--- src/rtl/div42x16_pkg.sv ---
// Shared constants and types for the div42x16 iterative divider.
package div42x16_pkg;

  localparam int unsigned DwDefault = 42;
  localparam int unsigned VwDefault = 16;
  localparam int unsigned QwDefault = 26;

  typedef enum logic [1:0] {
    StIdle,
    StCalc,
    StFix,
    StDone
  } state_e;

  localparam logic [QwDefault-1:0] QMAX = 26'h1FFFFFF;
  localparam logic [QwDefault-1:0] QMIN = 26'h2000000;

endpackage

--- src/rtl/div42x16_step.sv ---
// One combinational restoring-division step: shift in a dividend bit, trial-subtract the divisor.
module div42x16_step #(
  parameter int unsigned VW = div42x16_pkg::VwDefault
) (
  input  logic [VW:0]   rem,
  input  logic          din,
  input  logic [VW-1:0] divisor,
  output logic [VW:0]   rem_next,
  output logic          qbit
);

  logic [VW+1:0] shifted;
  logic [VW+1:0] trial;
  logic          unused_msb;

  // The incoming remainder is always below the divisor, so the top bit of trial is never needed.
  always_comb begin
    shifted  = {rem, din};
    qbit     = (shifted >= {2'b00, divisor});
    trial    = qbit ? (shifted - {2'b00, divisor}) : shifted;
    rem_next = trial[VW:0];
  end

  assign unused_msb = trial[VW+1];

endmodule

--- src/rtl/div42x16.sv ---
// Iterative signed-by-unsigned divider with saturated quotient and dividend-signed remainder.
// Define DIV42X16_ROUND_EN to round the quotient magnitude to nearest, half away from zero.
module div42x16
  import div42x16_pkg::*;
#(
  parameter int unsigned DW = DwDefault,
  parameter int unsigned VW = VwDefault,
  parameter int unsigned QW = QwDefault
) (
  input  logic          clk,
  input  logic          rst_n,
  input  logic          in_valid,
  output logic          in_ready,
  input  logic [DW-1:0] dividend,
  input  logic [VW-1:0] divisor,
  output logic          out_valid,
  input  logic          out_ready,
  output logic [QW-1:0] quotient,
  output logic [VW:0]   remainder,
  output logic          ovf,
  output logic          dz
);

  localparam int unsigned CntW = $clog2(DW);
  localparam logic [QW-1:0] QPos = {1'b0, {(QW-1){1'b1}}};
  localparam logic [QW-1:0] QNeg = {1'b1, {(QW-1){1'b0}}};
  localparam logic [DW-1:0] PosLim = {{(DW-QW+1){1'b0}}, {(QW-1){1'b1}}};
  localparam logic [DW-1:0] NegLim = PosLim + DW'(1);

  state_e        state_q, state_d;
  logic [CntW-1:0] cnt_q, cnt_d;
  // Dividend magnitude shifts out MSB first while quotient bits shift in at the bottom.
  logic [DW-1:0] mag_q, mag_d;
  logic [VW:0]   rem_q, rem_d;
  logic [VW-1:0] dvs_q, dvs_d;
  logic          sign_q, sign_d;
  logic [QW-1:0] quot_q, quot_d;
  logic [VW:0]   remo_q, remo_d;
  logic          ovf_q, ovf_d;
  logic          dz_q, dz_d;

  logic [VW:0]   step_rem;
  logic          step_qbit;
  logic [DW-1:0] qmag;

  div42x16_step #(
    .VW(VW)
  ) u_step (
    .rem      (rem_q),
    .din      (mag_q[DW-1]),
    .divisor  (dvs_q),
    .rem_next (step_rem),
    .qbit     (step_qbit)
  );

  always_comb begin
`ifdef DIV42X16_ROUND_EN
    qmag = ({rem_q, 1'b0} >= {2'b00, dvs_q}) ? (mag_q + DW'(1)) : mag_q;
`else
    qmag = mag_q;
`endif
  end

  always_comb begin
    state_d = state_q;
    cnt_d   = cnt_q;
    mag_d   = mag_q;
    rem_d   = rem_q;
    dvs_d   = dvs_q;
    sign_d  = sign_q;
    quot_d  = quot_q;
    remo_d  = remo_q;
    ovf_d   = ovf_q;
    dz_d    = dz_q;

    case (state_q)
      StIdle: begin
        if (in_valid) begin
          sign_d  = dividend[DW-1];
          mag_d   = dividend[DW-1] ? -dividend : dividend;
          dvs_d   = divisor;
          rem_d   = '0;
          cnt_d   = '0;
          state_d = (divisor == '0) ? StFix : StCalc;
        end
      end
      StCalc: begin
        mag_d = {mag_q[DW-2:0], step_qbit};
        rem_d = step_rem;
        cnt_d = cnt_q + CntW'(1);
        if (cnt_q == CntW'(DW - 1)) begin
          state_d = StFix;
        end
      end
      StFix: begin
        state_d = StDone;
        if (dvs_q == '0) begin
          quot_d = sign_q ? QNeg : QPos;
          remo_d = '0;
          ovf_d  = 1'b0;
          dz_d   = 1'b1;
        end else begin
          dz_d   = 1'b0;
          remo_d = sign_q ? -rem_q : rem_q;
          if (!sign_q && (qmag > PosLim)) begin
            quot_d = QPos;
            ovf_d  = 1'b1;
          end else if (sign_q && (qmag > NegLim)) begin
            quot_d = QNeg;
            ovf_d  = 1'b1;
          end else begin
            quot_d = sign_q ? -qmag[QW-1:0] : qmag[QW-1:0];
            ovf_d  = 1'b0;
          end
        end
      end
      StDone: begin
        if (out_ready) begin
          state_d = StIdle;
        end
      end
      default: state_d = StIdle;
    endcase
  end

  always_ff @(posedge clk or negedge rst_n) begin
    if (!rst_n) begin
      state_q <= StIdle;
      cnt_q   <= '0;
      mag_q   <= '0;
      rem_q   <= '0;
      dvs_q   <= '0;
      sign_q  <= 1'b0;
      quot_q  <= '0;
      remo_q  <= '0;
      ovf_q   <= 1'b0;
      dz_q    <= 1'b0;
    end else begin
      state_q <= state_d;
      cnt_q   <= cnt_d;
      mag_q   <= mag_d;
      rem_q   <= rem_d;
      dvs_q   <= dvs_d;
      sign_q  <= sign_d;
      quot_q  <= quot_d;
      remo_q  <= remo_d;
      ovf_q   <= ovf_d;
      dz_q    <= dz_d;
    end
  end

  assign in_ready  = (state_q == StIdle);
  assign out_valid = (state_q == StDone);
  assign quotient  = quot_q;
  assign remainder = remo_q;
  assign ovf       = ovf_q;
  assign dz        = dz_q;

endmodule

--- config.mk ---
export PLATFORM = sky130hd
export DESIGN_NAME = div42x16
export DESIGN_NICKNAME = d
export VERILOG_FILES = /design/src/rtl/div42x16_pkg.sv /design/src/rtl/div42x16_step.sv /design/src/rtl/div42x16.sv
export SDC_FILE = /design/constraint.sdc
export NUM_CORES = 1
export LEC_CHECK = 0
export CELL_PAD_IN_SITES_DETAIL_PLACEMENT = 0
export CELL_PAD_IN_SITES_GLOBAL_PLACEMENT = 1
export CORE_ASPECT_RATIO = 2
export CORE_MARGIN = 3
export CORE_UTILIZATION = 29
export CTS_CLUSTER_DIAMETER = 80
export DETAILED_ROUTE_END_ITERATION = 8
export PLACE_DENSITY = 0.58
export SETUP_SLACK_MARGIN = 0.4
export SYNTH_ARGS = -nofsm -noshare
export SYNTH_HDL_FRONTEND = slang
export SYNTH_HIERARCHICAL = 1
export SYNTH_SLANG_ARGS = --single-unit
--- constraint.sdc ---
create_clock -name clk -period 5.7 [get_ports clk]
set_clock_uncertainty 0.05 [all_clocks]
set_input_delay 1.14 -clock clk [delete_from_list [all_inputs] [get_ports clk]]
set_output_delay 1.14 -clock clk [all_outputs]
set_load 0.1 [all_outputs]
Yosys cells after proc, flatten, opt, wreduce, memory -nomap -nowiden
Cells that the tools add are included.
{"block": "totals", "ram_bits": 0, "latch_bits": 0, "register_bits": 129, "n_memories": 0, "rom_bits": 0}
{"block": "classes", "n_div": 0, "n_shift": 0, "n_mux": 24, "eq_ne": 7, "reduce_logical": 10, "add_sub_neg": 5, "multipliers": 0, "bitwise_logic": 0, "n_lt_le_gt_ge": 3}
{"op": "$mux 26", "n": 5}
{"op": "$mux 42", "n": 2}
{"op": "$pmux 42 s2", "n": 1}
{"op": "$mux 17", "n": 4}
{"op": "$gt 42x25->1 const B", "n": 1}
{"op": "$gt 42x26->1 const B", "n": 1}
{"op": "$neg 42->42", "n": 1}
{"op": "$pmux 17 s2", "n": 1}
{"op": "$logic_not 16->1", "n": 2}
{"op": "$neg 26->26", "n": 1}
{"op": "$ge 18x16->1", "n": 1}
{"op": "$neg 17->17", "n": 1}
{"op": "$sub 17x16->17", "n": 1}
{"op": "$pmux 6 s2", "n": 1}
{"op": "$mux 2", "n": 4}
{"op": "$pmux 2 s4", "n": 1}
{"op": "$add 6x1->6 const B", "n": 1}
{"op": "$eq 6x6->1 const B", "n": 1}
{"op": "$mux 6", "n": 1}
{"op": "$eq 2x2->1 const B", "n": 2}
{"op": "$mux 1", "n": 4}
{"op": "$ne 2x2->1 const B", "n": 2}
{"op": "$reduce_and 2->1", "n": 2}
{"op": "$reduce_and 3->1", "n": 1}
{"op": "6 further kinds", "n": 7}

Longest topological paths before layout
{"block": "logic_depth", "depth_word": 5, "mapped_depth": 13}

Cells and area by module
The synthesis kept the hierarchy.
{"module": "div42x16", "area_each_um2": 7280.7, "n_inst": 1, "seq_area_each_um2": 3228.1, "cells_each": 783}
{"module": "div42x16_step", "area_each_um2": 1068.5, "n_inst": 1, "seq_area_each_um2": 0.0, "cells_each": 159}

Least setup slack after synthesis
OpenSTA, ideal clock, no wires.
{"block": "synth_path", "kind": "input-to-reg", "from": "in dividend[14]", "to": "reg mag_q[36]", "slack_ps": 2742, "path_stages": 6, "path_buffers": 0, "arrival_ps": 2782, "path_cell_list": "or4_1 -> nor4_4 -> nand4_1 -> o21ai_1 -> xnor2_1 -> a221o_1"}
{"block": "synth_between", "elab_chain_len": 4}
{"element": "start: declaration", "line_no": "div42x16.sv:14", "source": "input logic [DW-1:0] dividend,"}
{"element": "$neg 42->42", "line_no": "div42x16.sv:80", "source": "mag_d = dividend[DW-1] ? -dividend : dividend;"}
{"element": "$mux 42", "line_no": "div42x16.sv:80"}
{"element": "$mux 42", "line_no": "div42x16.sv:78", "source": "if (in_valid) begin"}
{"element": "$pmux 42 s2", "line_no": "div42x16.sv:76", "source": "case (state_q)"}
{"element": "end signal: assignment", "line_no": "div42x16.sv:141", "source": "mag_q <= mag_d;"}
{"element": "end: declaration", "line_no": "div42x16.sv:33", "source": "logic [DW-1:0] mag_q, mag_d;"}
No other way between the ends. The select of a mux whose other input is x is not followed.
A chain may end at the register's enable or synchronous reset.

Final worst setup path
{"block": "layout_path", "from": "reg state_q[0]", "to": "out in_ready"}
{"block": "layout_between", "elab_chain_len": 1}
{"element": "start: declaration", "line_no": "div42x16.sv:30", "source": "state_e state_q, state_d;"}
{"element": "start signal: assignment", "line_no": "div42x16.sv:128", "source": "state_q <= StIdle;"}
{"element": "start signal: assignment", "line_no": "div42x16.sv:139", "source": "state_q <= state_d;"}
{"element": "$logic_not 2->1", "line_no": "div42x16.sv:152", "source": "assign in_ready = (state_q == StIdle);"}
{"element": "end: declaration", "line_no": "div42x16.sv:13", "source": "output logic in_ready,"}
No other way between the ends.

==> out/qor.yml <==
cts:
  cts.clk_slew.worst_paths_ns: 0.05
  postCtsSetupBuffers: 0
  tritoncts: "built"
  insertion_delay_ns: 0.43
  cts_resized: 0
  cts-buffers-inserted: 17
  ctsLongestPathBuffers: 2
  ctsHoldBuffers: 0
  clock-sinks: 129
  cts_root_buf: "clkbuf_16"
  htreeDepth: 4
placement:
  portBuffers: 108
  place.gp.congestion: 0.833
  place_hpwl_mm: 20.4
  dp.cells: 1361
  dpl_worst_slack_ns: 1.83
  post_dp_cell_area_um2: 9730
cells_and_area:
  final_cell_mix: "dfrtp_1 (129), clkdlybuf4s50_1 (107), o21ai_0 (86), nor2_1 (85), nand2_1 (73)"
  final_common_cell: "dfrtp_1"
  multi_input_area_um2: 4730
  fin_cells: 1390
  nFillCells: 2950
  nNetsFinal: 1112
  antennaDiodeCount: 0
  seq_area_um2: 3230
  syn2layout_area_growth_pct: 23.1
  final_layout_size_suffix_gt1_frac: 0.0832
  design_area_um2: 10300
detailed_routing:
  routedWlPerCell_um: 19.3
  vias: 7239
  wl_met1_mm: 9.82
  wl_mm: 26.9
  postRouteAntennaNets: 0
  dr_wl_met2_mm: 15.6
  viasPerCell: 5.21
  wl_met3_um: 674
  drtPass1Iterations: 5
  top_layer_used: "met4"
  drc: 0
  drt_iter0_markers: 359
worst_setup_path:
  cp_max_fo: 13
  critical_path_required_ns: 4.51
  cp.arrival_ns: 2.67
  criticalPathCategory: "register to primary output"
  regToRegEndpoint: "cnt_q[5]"
  crit_chain: "inv_1 > ha_1 > clkdlybuf4s50_1"
  cp_slowest_stage_delay_ns: 1.23
  start_kind: "register"
  cp-end-kind: "primary output"
  crit_family: "buffers and inverters"
  worstReg2RegStart: "state_q[1]"
  worst_r2r_path_depth: 10
  cp_slowest_cell: "clkdlybuf4s50_1"
  path_depth: 3
  worst-path-buf-inv: 2
  r2r_setup_slack_ns: 2.51
flow_run:
  maxCapViolCount: 0
yosys:
  yosys.area.top_type_share: 0.387
  synth_largest_area_cell: "dfrtp_1"
  synth.distinct_cells: 68
  netlist_instances: 942
  async_flop_share: 1.00
  synth-edff-count: 0
  syn-cell-area_um2: 8350
  syn_nets: 1030
  ys_ff_latch: 129
  synth_top_cells_by_area: "dfrtp_1 (39%), o21ai_0 (5.2%), xor2_1 (4.8%)"
  ys.flop_type: "dfrtp_1"
  yosys_warnings: 6
  yosysSeqAreaShare: 0.387
  syn_avg_cell_area_um2: 8.86
sta:
  fin_crit_ns: 3.86
  setup_viol_count_final: 0
  tns_ns: 0
  relSlewSlack: 0.235
  fmax_mhz: 259
  final.setup.worst_slack_ns: 1.84
  finalCritPeriodShare: 0.678
  drv_slew: 0
  hold_viol_final: 0
  tightest_slew_ns: 1.14
  rsz0062_at_grt: "false"
grt:
  grt_antenna_before_repair: 0
  grt_pass1_vias: 7615
  grt_overflow: 0
  groute.usage.overall: 0.176
  grt_max_degree: 92
  grt_pass1_wl_mm: 42.9
floorplanning:
  row_count: 87
  start_util: 0.295
  die-area_um2: 31000
  die_h_um: 246
  core_um2: 28300
  fp.dieW_um: 126
  io_pins: 109
power:
  power_density_nw_per_um2: 677
  p_seq_frac: 0.262
  clkPwrFrac: 0.148
  p_sw_frac: 0.522
  internal-power_w: 0.00333
  combPwrFrac: 0.589
  switchingPower_w: 0.00363
  ir_worst_vdd_mv: 0.293
  p_leak_nw: 4.12
worst_hold_path:
  holdCritStartpoint: "remainder[6]"
  hold_path_class: "register to register"
  hold_end: "remainder[6]"
  hold_depth: 1
run_status:
  outcome: "finished clean"
==> layout make-up <==
cell class / instances / area share
clock buffers: 23 / 0.0475
well taps: 356 / 0.0433
repair buffers: 117 / 0.112
inverters: 46 / 0.0168
clock inverters: 6 / 0.00560
flip-flops and latches: 129 / 0.314
multi-input cells: 713 / 0.461
==> cells in the mapped netlist (15+ instances only) <==
cell type / instances
o21ai_0: 86
nor4_1: 18
mux2_2: 22
nand3_1: 24
nor2_1: 85
o22ai_1: 33
or3_1: 17
a21oi_1: 50
a22o_1: 15
o31ai_1: 18
nand2_1: 73
xor2_1: 46
xnor2_1: 44
inv_1: 46
dfrtp_1: 129
ha_1: 25
clkbuf_1: 39
==> power groups by stage <==
stage | clock network (W) | logic, W | registers, W
final | 0.00103 | 0.00410 | 0.00182
after global routing | 0.00110 | 0.00447 | 0.00189
after CTS | 0.00106 | 0.00415 | 0.00184
after detailed placement | 0 | 0.00414 | 0.00185
after global placement | 0 | 0.00412 | 0.00185
after floorplan | 0 | 0.00223 | 0.00260
==> per-layer routing <==
| metal | vias to the layer above | global-route usage |
|---|---|---|
| met5 | - | 0 |
| met2 | 138 | 0.352 |
| met3 | 43 | 0.0261 |
| met4 | 0 | 0.0663 |
| li1 | 3585 | - |
| met1 | 3473 | 0.179 |
==> cells by family after synthesis <==
family                   after synthesis  synth area share
XOR/XNOR                              90            0.0944
multiplexers                          32            0.0429
adder cells (fa/ha/maj)               26            0.0399
flip-flops                           129             0.387
buffers and inverters                100            0.0472
AO/OA/AOI/OAI                        267             0.204
AND/OR/NAND/NOR                      298             0.185
==> state kept, by name, summed over array words and instances (netlist names) <==
signal,flops
mag_q,42
quotient,26
rem_q,17
remainder,17
dvs_q,16
cnt_q,6
state_q,2
dz,1
ovf,1
sign_q,1
==> stage by stage <==
stage	total power, W	hold WS [ns]	utilization
finish	0.00695	0.438	0.363
global route	0.00747	0.460	0.363
CTS	0.00705	0.444	0.363
detailed placement	0.00599	0.430	0.344
global placement	0.00596	0.429	0.344
floorplan	0.00483	0.416	-
==> how the worst max path moves through the flow <==
stage,from,endpoint,slack (ns)
floorplan,dividend[14],mag_q[36],2.74
global placement,in_valid,cnt_q[0],1.87
detailed placement,in_valid,rem_q[16],1.83
CTS,state_q[0],in_ready,1.78
global route,state_q[0],in_ready,1.71
finish,state_q[0],in_ready,1.84
No activity file was read; power rests on OpenSTA's default activity.
